===== config.mk =====
export PLATFORM = sky130hd
export DESIGN_NAME = mem_wb_stage
export DESIGN_NICKNAME = d
export VERILOG_FILES = /design/src/rtl/mem_wb_stage.sv
export SDC_FILE = /design/constraint.sdc
export NUM_CORES = 1
export LEC_CHECK = 0
export ABC_CLOCK_PERIOD_IN_PS = 1600
export CAP_MARGIN = 20
export CORE_ASPECT_RATIO = 0.75
export CORE_MARGIN = 2
export CORE_UTILIZATION = 36
export DETAILED_ROUTE_END_ITERATION = 16
export GPL_TIMING_DRIVEN = 0
export PLACE_DENSITY = 0.76
export SYNTH_ARGS = -nofsm -noshare
export SYNTH_HDL_FRONTEND = slang
export SYNTH_SLANG_ARGS = --single-unit

===== constraint.sdc =====
create_clock -name clk -period 1.6 [get_ports clk]
set_input_delay 0.48 -clock clk [delete_from_list [all_inputs] [get_ports clk]]
set_output_delay 0.48 -clock clk [all_outputs]
set_load 0.05 [all_outputs]

===== src/rtl/mem_wb_stage.sv =====
// MEM/WB pipeline register with a RUN/HALTED control FSM and a saturating retire counter.
// Define MEM_WB_FWD_EN to expose the fwdValid/fwdReg/fwdData forwarding outputs.
module mem_wb_stage #(
    parameter int CNT_W = 16
) (
    input  logic             clk,
    input  logic             rst,
    input  logic             stall,
    input  logic             flush,
    input  logic             in_valid,
    input  logic [15:0]      readData,
    input  logic [15:0]      aluResult,
    input  logic [15:0]      pcPlus2,
    input  logic [1:0]       wbSel,
    input  logic [2:0]       writeReg,
    input  logic             RegWrite,
    input  logic             halt,
    input  logic             data_memory_dump,
    output logic [15:0]      wbData,
    output logic [2:0]       wbReg,
    output logic             wbRegWrite,
    output logic             wb_valid,
    output logic             halted,
    output logic [CNT_W-1:0] retired
`ifdef MEM_WB_FWD_EN
    ,
    output logic             fwdValid,
    output logic [2:0]       fwdReg,
    output logic [15:0]      fwdData
`endif
);

    localparam int DATA_W = 16;
    localparam logic [0:0] ST_RUN    = 1'b0;
    localparam logic [0:0] ST_HALTED = 1'b1;

    logic [0:0]        state;
    logic              vld_p0;
    logic              rw_p0;
    logic              blk_p0;
    logic [DATA_W-1:0] data_p0;
    logic [2:0]        reg_p0;
    logic [CNT_W-1:0]  cnt;
    logic [DATA_W-1:0] wb_mux;
    logic              halt_flag;

    function automatic logic [DATA_W-1:0] sel_wb(
        input logic [1:0]        sel,
        input logic [DATA_W-1:0] alu,
        input logic [DATA_W-1:0] mem,
        input logic [DATA_W-1:0] pc
    );
        case (sel)
            2'b01:   return mem;
            2'b10:   return pc;
            default: return alu;
        endcase
    endfunction

    function automatic logic [CNT_W-1:0] sat_inc(input logic [CNT_W-1:0] c);
        return (&c) ? c : c + {{(CNT_W-1){1'b0}}, 1'b1};
    endfunction

    assign wb_mux    = sel_wb(wbSel, aluResult, readData, pcPlus2);
    assign halt_flag = halt | data_memory_dump;

    // Stage p0: priority is halted freeze > flush > stall > capture
    always_ff @(posedge clk or posedge rst) begin
        if (rst) begin
            state   <= ST_RUN;
            vld_p0  <= 1'b0;
            rw_p0   <= 1'b0;
            blk_p0  <= 1'b0;
            data_p0 <= '0;
            reg_p0  <= '0;
            cnt     <= '0;
        end else if (state == ST_HALTED) begin
            // Halting entry keeps its write for one cycle, then writes are blocked for good.
            blk_p0 <= 1'b1;
        end else if (flush) begin
            vld_p0 <= 1'b0;
            rw_p0  <= 1'b0;
        end else if (!stall) begin
            vld_p0  <= in_valid;
            rw_p0   <= RegWrite & in_valid;
            data_p0 <= wb_mux;
            reg_p0  <= writeReg;
            if (in_valid) begin
                cnt <= sat_inc(cnt);
                if (halt_flag) begin
                    state <= ST_HALTED;
                end
            end
        end
    end

    assign wbData     = data_p0;
    assign wbReg      = reg_p0;
    assign wb_valid   = vld_p0;
    assign wbRegWrite = vld_p0 & rw_p0 & ~blk_p0;
    assign halted     = (state == ST_HALTED);
    assign retired    = cnt;

`ifdef MEM_WB_FWD_EN
    assign fwdValid = wbRegWrite;
    assign fwdReg   = reg_p0;
    assign fwdData  = data_p0;
`endif

endmodule


Word-level counts from Yosys, hierarchy flattened
Index checks and enable logic that the tools add are counted.
{"block": "classes", "n_bitwise": 9, "eq_ne": 3, "add_sub_neg": 1, "muxes": 10, "n_reduce_logical": 4}
{"cell": "one-hot mux 16 bit (2 select lines)", "n": 1}
{"cell": "adder 16 x 1 -> 16 bit, second input constant", "n": 1}
{"cell": "AND reduction 16 bit", "n": 1}
{"cell": "2-to-1 mux 1 bit", "n": 9}
{"cell": "NOT 1 bit", "n": 5}
{"cell": "AND reduction 5 bit", "n": 1}
{"cell": "bitwise AND 1 bit", "n": 3}
{"cell": "AND reduction 3 bit", "n": 1}
{"cell": "== test 2 x 1 -> 1 bit, second input constant", "n": 1}
{"cell": "== test 2 bit, second input constant", "n": 1}
{"cell": "inequality test 2 x 1 -> 1 bit, second input constant", "n": 1}
{"cell": "AND reduction 2 bit", "n": 1}
{"cell": "OR 1 bit", "n": 1}
{"block": "word_totals", "elab_cells": 34, "in_bits": 61, "register_bits": 39}

Logic depth before layout (Yosys ltp)
{"block": "depth", "word_depth": 6, "ltp_mapped": 8}

Worst setup path after synthesis
Ideal clock, no wire load.
{"block": "synth_timing", "kind": "flip-flop to flip-flop", "start": "register cnt[0], in the netlist retired[0]", "end": "register cnt[4], in the netlist retired[4]", "slack_ns": -0.288, "required_time_ns": 1.452, "arrival_time_ns": 1.741, "path_stages_with_launch": 7, "setup_time_ns": 0.148, "path_cell_list": "dfrtp_1 ha_1 nand3_1 nor4_4 buf_6 nor3_1 xor2_1"}
{"block": "synth_via", "elab_chain_cells": 3, "elab_cells_between_ends": 4, "cone_classes": "1 x add/sub; 1 x bitwise; 2 x reduce/logical"}
{"element": "start, declared", "line_no": "43", "rtl": "logic [CNT_W-1:0] cnt;"}
{"element": "start signal, assigned", "line_no": "89", "rtl": "cnt <= sat_inc(cnt);"}
{"element": "branches (longest 3 deep; another with adder 16 x 1 -> 16 bit)"}
Several ways; the timed one is not identified.
A chain may end at the register's enable or synchronous reset.

Worst setup path after layout
{"block": "layout_timing", "start": "register cnt[0], in the netlist retired[0]", "end": "register cnt[1], in the netlist retired[1]"}
Same word-level chain as after synthesis.

==> results.sh <==
export IMPL_grt_max_degree=40
export IMPL_hold_depth=2
export IMPL_cp_data_arrival_time_ns=1.77
export IMPL_fin_ws_ns=-0.00495
export IMPL_maxCapViolations=0
export IMPL_syn_nets=274
export IMPL_clk_path_buf_depth=2
export IMPL_p_leak_uw=0.00144
export IMPL_core_area_sq_um=5350
export IMPL_synth_top_area_frac=0.490
export IMPL_worst_pin_slew_ns=0.785
export IMPL_overflow=0
export IMPL_fin_nets=382
export IMPL_io_pins=99
export IMPL_cts_buffers_inserted=5
export IMPL_die_h_um=68.4
export IMPL_dp_cells=383
export IMPL_stdcell_area_sq_um=3370
export IMPL_die_w_um=89.9
export IMPL_syn_inst=210
export IMPL_wl_met3_um=207
export IMPL_pwr_share_comb=0.465
export IMPL_antenna_found_initial=0
export IMPL_rsz0062_at_grt="yes"
export IMPL_yosysTopAreaCell="dfrtp_1"
export IMPL_post_drt_wl_per_cell_um=15.0
export IMPL_p_total_uw=3730
export IMPL_start_kind="flop"
export IMPL_htree_levels=2
export IMPL_synth_seq_cells=39
export IMPL_ir_worst_vdd_v=0.000700
export IMPL_slew_headroom=0.476
export IMPL_grt_pass1_vias=2001
export IMPL_setup_viol=1
export IMPL_hold_ws_ns=0.487
export IMPL_root_buffer="clkbuf_8"
export IMPL_hold_viol_final=0
export IMPL_wl_met2_mm=2.90
export IMPL_n_antenna_cell=0
export IMPL_wl_met1_mm=2.73
export IMPL_min_from="wbData[6]"
export IMPL_r2r_start="retired[0]"
export IMPL_num_rows=23
export IMPL_period_needed_ns=1.60
export IMPL_dieArea_sq_um=6150
export IMPL_hold_path_class="flop to flop"
export IMPL_area_growth_pct=69.3
export IMPL_multi_input_area_sq_um=1070
export IMPL_clk_latency_ns=0.28
export IMPL_stdcell_count=394
export IMPL_grtUsageTotal=0.199
export IMPL_avgSynthCellArea_sq_um=9.48
export IMPL_layout_common_cells="55 x clkdlybuf4s50_1, 29 x clkdlybuf4s15_2, 26 x nand2_1"
export IMPL_power_frac_seq=0.368
export IMPL_reg2reg_slack_ns=-0.005
export IMPL_final_common_cell="clkdlybuf4s50_1"
export IMPL_reg2reg_depth=6
export IMPL_synth_area_top_cells="dfrtp_1 49%, xor2_1 6.6%, a22oi_1 6.0%"
export IMPL_clk_pin_slew_ns=0.07
export IMPL_fin_crit_sh=1.00
export IMPL_hpwlAfterDp_mm=4.48
export IMPL_status="finished, violations left"
export IMPL_cp_end_kind="flop"
export IMPL_required_ns=1.77
export IMPL_seqCellArea_sq_um=997
export IMPL_vias_per_cell=4.98
export IMPL_wl_mm=5.92
export IMPL_worst_hold_path_endpoint="wbData[6]"
export IMPL_tns_ns=-0.00495
export IMPL_fin_skew_ns=0.00472
export IMPL_seq_area_frac_synth=0.490
export IMPL_gp_congestion=0.847
export IMPL_io_buffers=98
export IMPL_violations="negative setup slack"
export IMPL_drv_slew=0
export IMPL_synth_cell_area_sq_um=1990
export IMPL_r2r_end="retired[1]"
export IMPL_clock_power_share=0.168
export IMPL_drtIter0Drc=88
export IMPL_vias=1964
export IMPL_powerDensity_nw_per_um2=1110
export IMPL_top_layer="met4"
export IMPL_grt_pass1_wl_mm=9.76
export IMPL_drtPass1Iterations=4
export IMPL_drtAntennaViolNets=0
export IMPL_drive_above_1_share=0.339
export IMPL_drcViolationCount=0
export IMPL_path_class="flop to flop"
export IMPL_fmax_mhz=623
export IMPL_synth_cell_types=33
export IMPL_start_util=0.372
export IMPL_internal_power_uw=2130
export IMPL_cts_tree="done"
export IMPL_yosysWarnings=0
export IMPL_nFillCells=469
export IMPL_clock_sinks=39
export IMPL_switching_share=0.429
export IMPL_switchingPower_uw=1600
export IMPL_placed_area_sq_um=3110
export IMPL_crit_fanout=4
==> cell families (layout without fill, tap and decap cells) <==
logic type | Yosys count | in the layout | synth area share
AND/OR/NAND/NOR | 81 | 81 | 0.211
XOR/XNOR | 15 | 15 | 0.0660
buffers and inverters | 15 | 124 | 0.0346
multiplexers | 4 | 4 | 0.0245
AO/OA/AOI/OAI | 53 | 53 | 0.155
flip-flops | 39 | 39 | 0.490
adder cells (fa/ha/maj) | 3 | 3 | 0.0189
==> how the worst max path moves through the flow <==
| stage | startpoint | endpoint | slack, ns | cells past startpoint |
|---|---|---|---|---|
| 5_1_grt | retired[0] | retired[1] | -0.06 | 6 |
| 3_5_place_dp | wbSel[0] | wbData[1] | -0.66 | 9 |
| 2_1_floorplan | retired[3] | retired[1] | 0.01 | 4 |
| 3_3_place_gp | rst | retired[13] | -0.72 | 2 |
| 4_1_cts | retired[0] | retired[4] | 0.004 | 6 |
| 6_report | retired[0] | retired[1] | -0.005 | 6 |
==> final cells by class <==
cell class / instances / share of cell area
Buffer: 10 / 0.0249
Clock buffer: 5 / 0.0204
Clock inverter: 3 / 0.00446
Inverter: 3 / 0.00334
Multi-Input combinational cell: 156 / 0.318
Sequential cell: 39 / 0.296
Tap cell: 75 / 0.0278
Timing Repair Buffer: 103 / 0.305
==> per-stage QoR <==
stage	utilization	setup slack, ns
global placement	0.580	-0.718
detailed placement	0.580	-0.662
global route	0.630	-0.0586
floorplan	-	0.0116
finish	0.630	-0.00495
CTS	0.620	0.00378
==> registers in the layout, summed over array words and instances (netlist names) <==
register,flops
rw_p0,1
halted,1
retired,16
wbReg,3
wbData,16
wb_valid,1
blk_p0,1
==> power by group through the flow <==
stage	clock (uW)	sequential [uW]	combinational [uW]
floorplan	0	2130	293
global placement	0	1370	1720
detailed placement	0	1390	1750
CTS	647	1370	1710
global route	690	1400	1830
finish	625	1370	1730
==> per-layer routing <==
| layer | vias up | global-route usage |
|---|---|---|
| met4 | 0 | 0.0442 |
| li1 | 950 | - |
| met2 | 39 | 0.340 |
| met3 | 8 | 0.0441 |
| met1 | 967 | 0.267 |
| met5 | - | 0 |
==> cells in the mapped netlist <==
master and n:
nand2_1 28, o21bai_1 1, nand4_2 1, nor4_1 2, mux2_2 3, or2_1 1
nor2b_1 2, o21ai_0 15, dfrtp_1 39, mux2_4 1, nand3_1 5, ha_1 3
nor4b_4 1, and4_2 1, nor2_1 20, nor3_1 8, buf_1 1, nor2_2 1
nand4_1 3, or3_1 1, a21oi_1 16, clkbuf_1 6, o21ai_1 5, buf_6 1
nor4_4 1, inv_1 3, and3_1 3, buf_2 4, a22oi_1 16, or2_2 1
xor2_1 15, nor4_2 1, nor3b_1 1
==> critical path, stage by stage (launching register included) <==
cell and delay [ns]:
dfrtp_2 0.42, ha_4 0.18, nand3_4 0.08, nor4_4 0.31, buf_4 0.17, nor2_4 0.04, mux2_4 0.29
==> what timing repair did <==
item / in CTS / in global routing
setup buffers: 1 / 4
gates resized for setup: 148 / 31
endpoints found under the setup margin: 70 / 25
hold endpoints to repair: 0 / 0
pin swaps: 2 / 7
hold buffers: 0 / 0
Power figures use the tool's default switching activity.
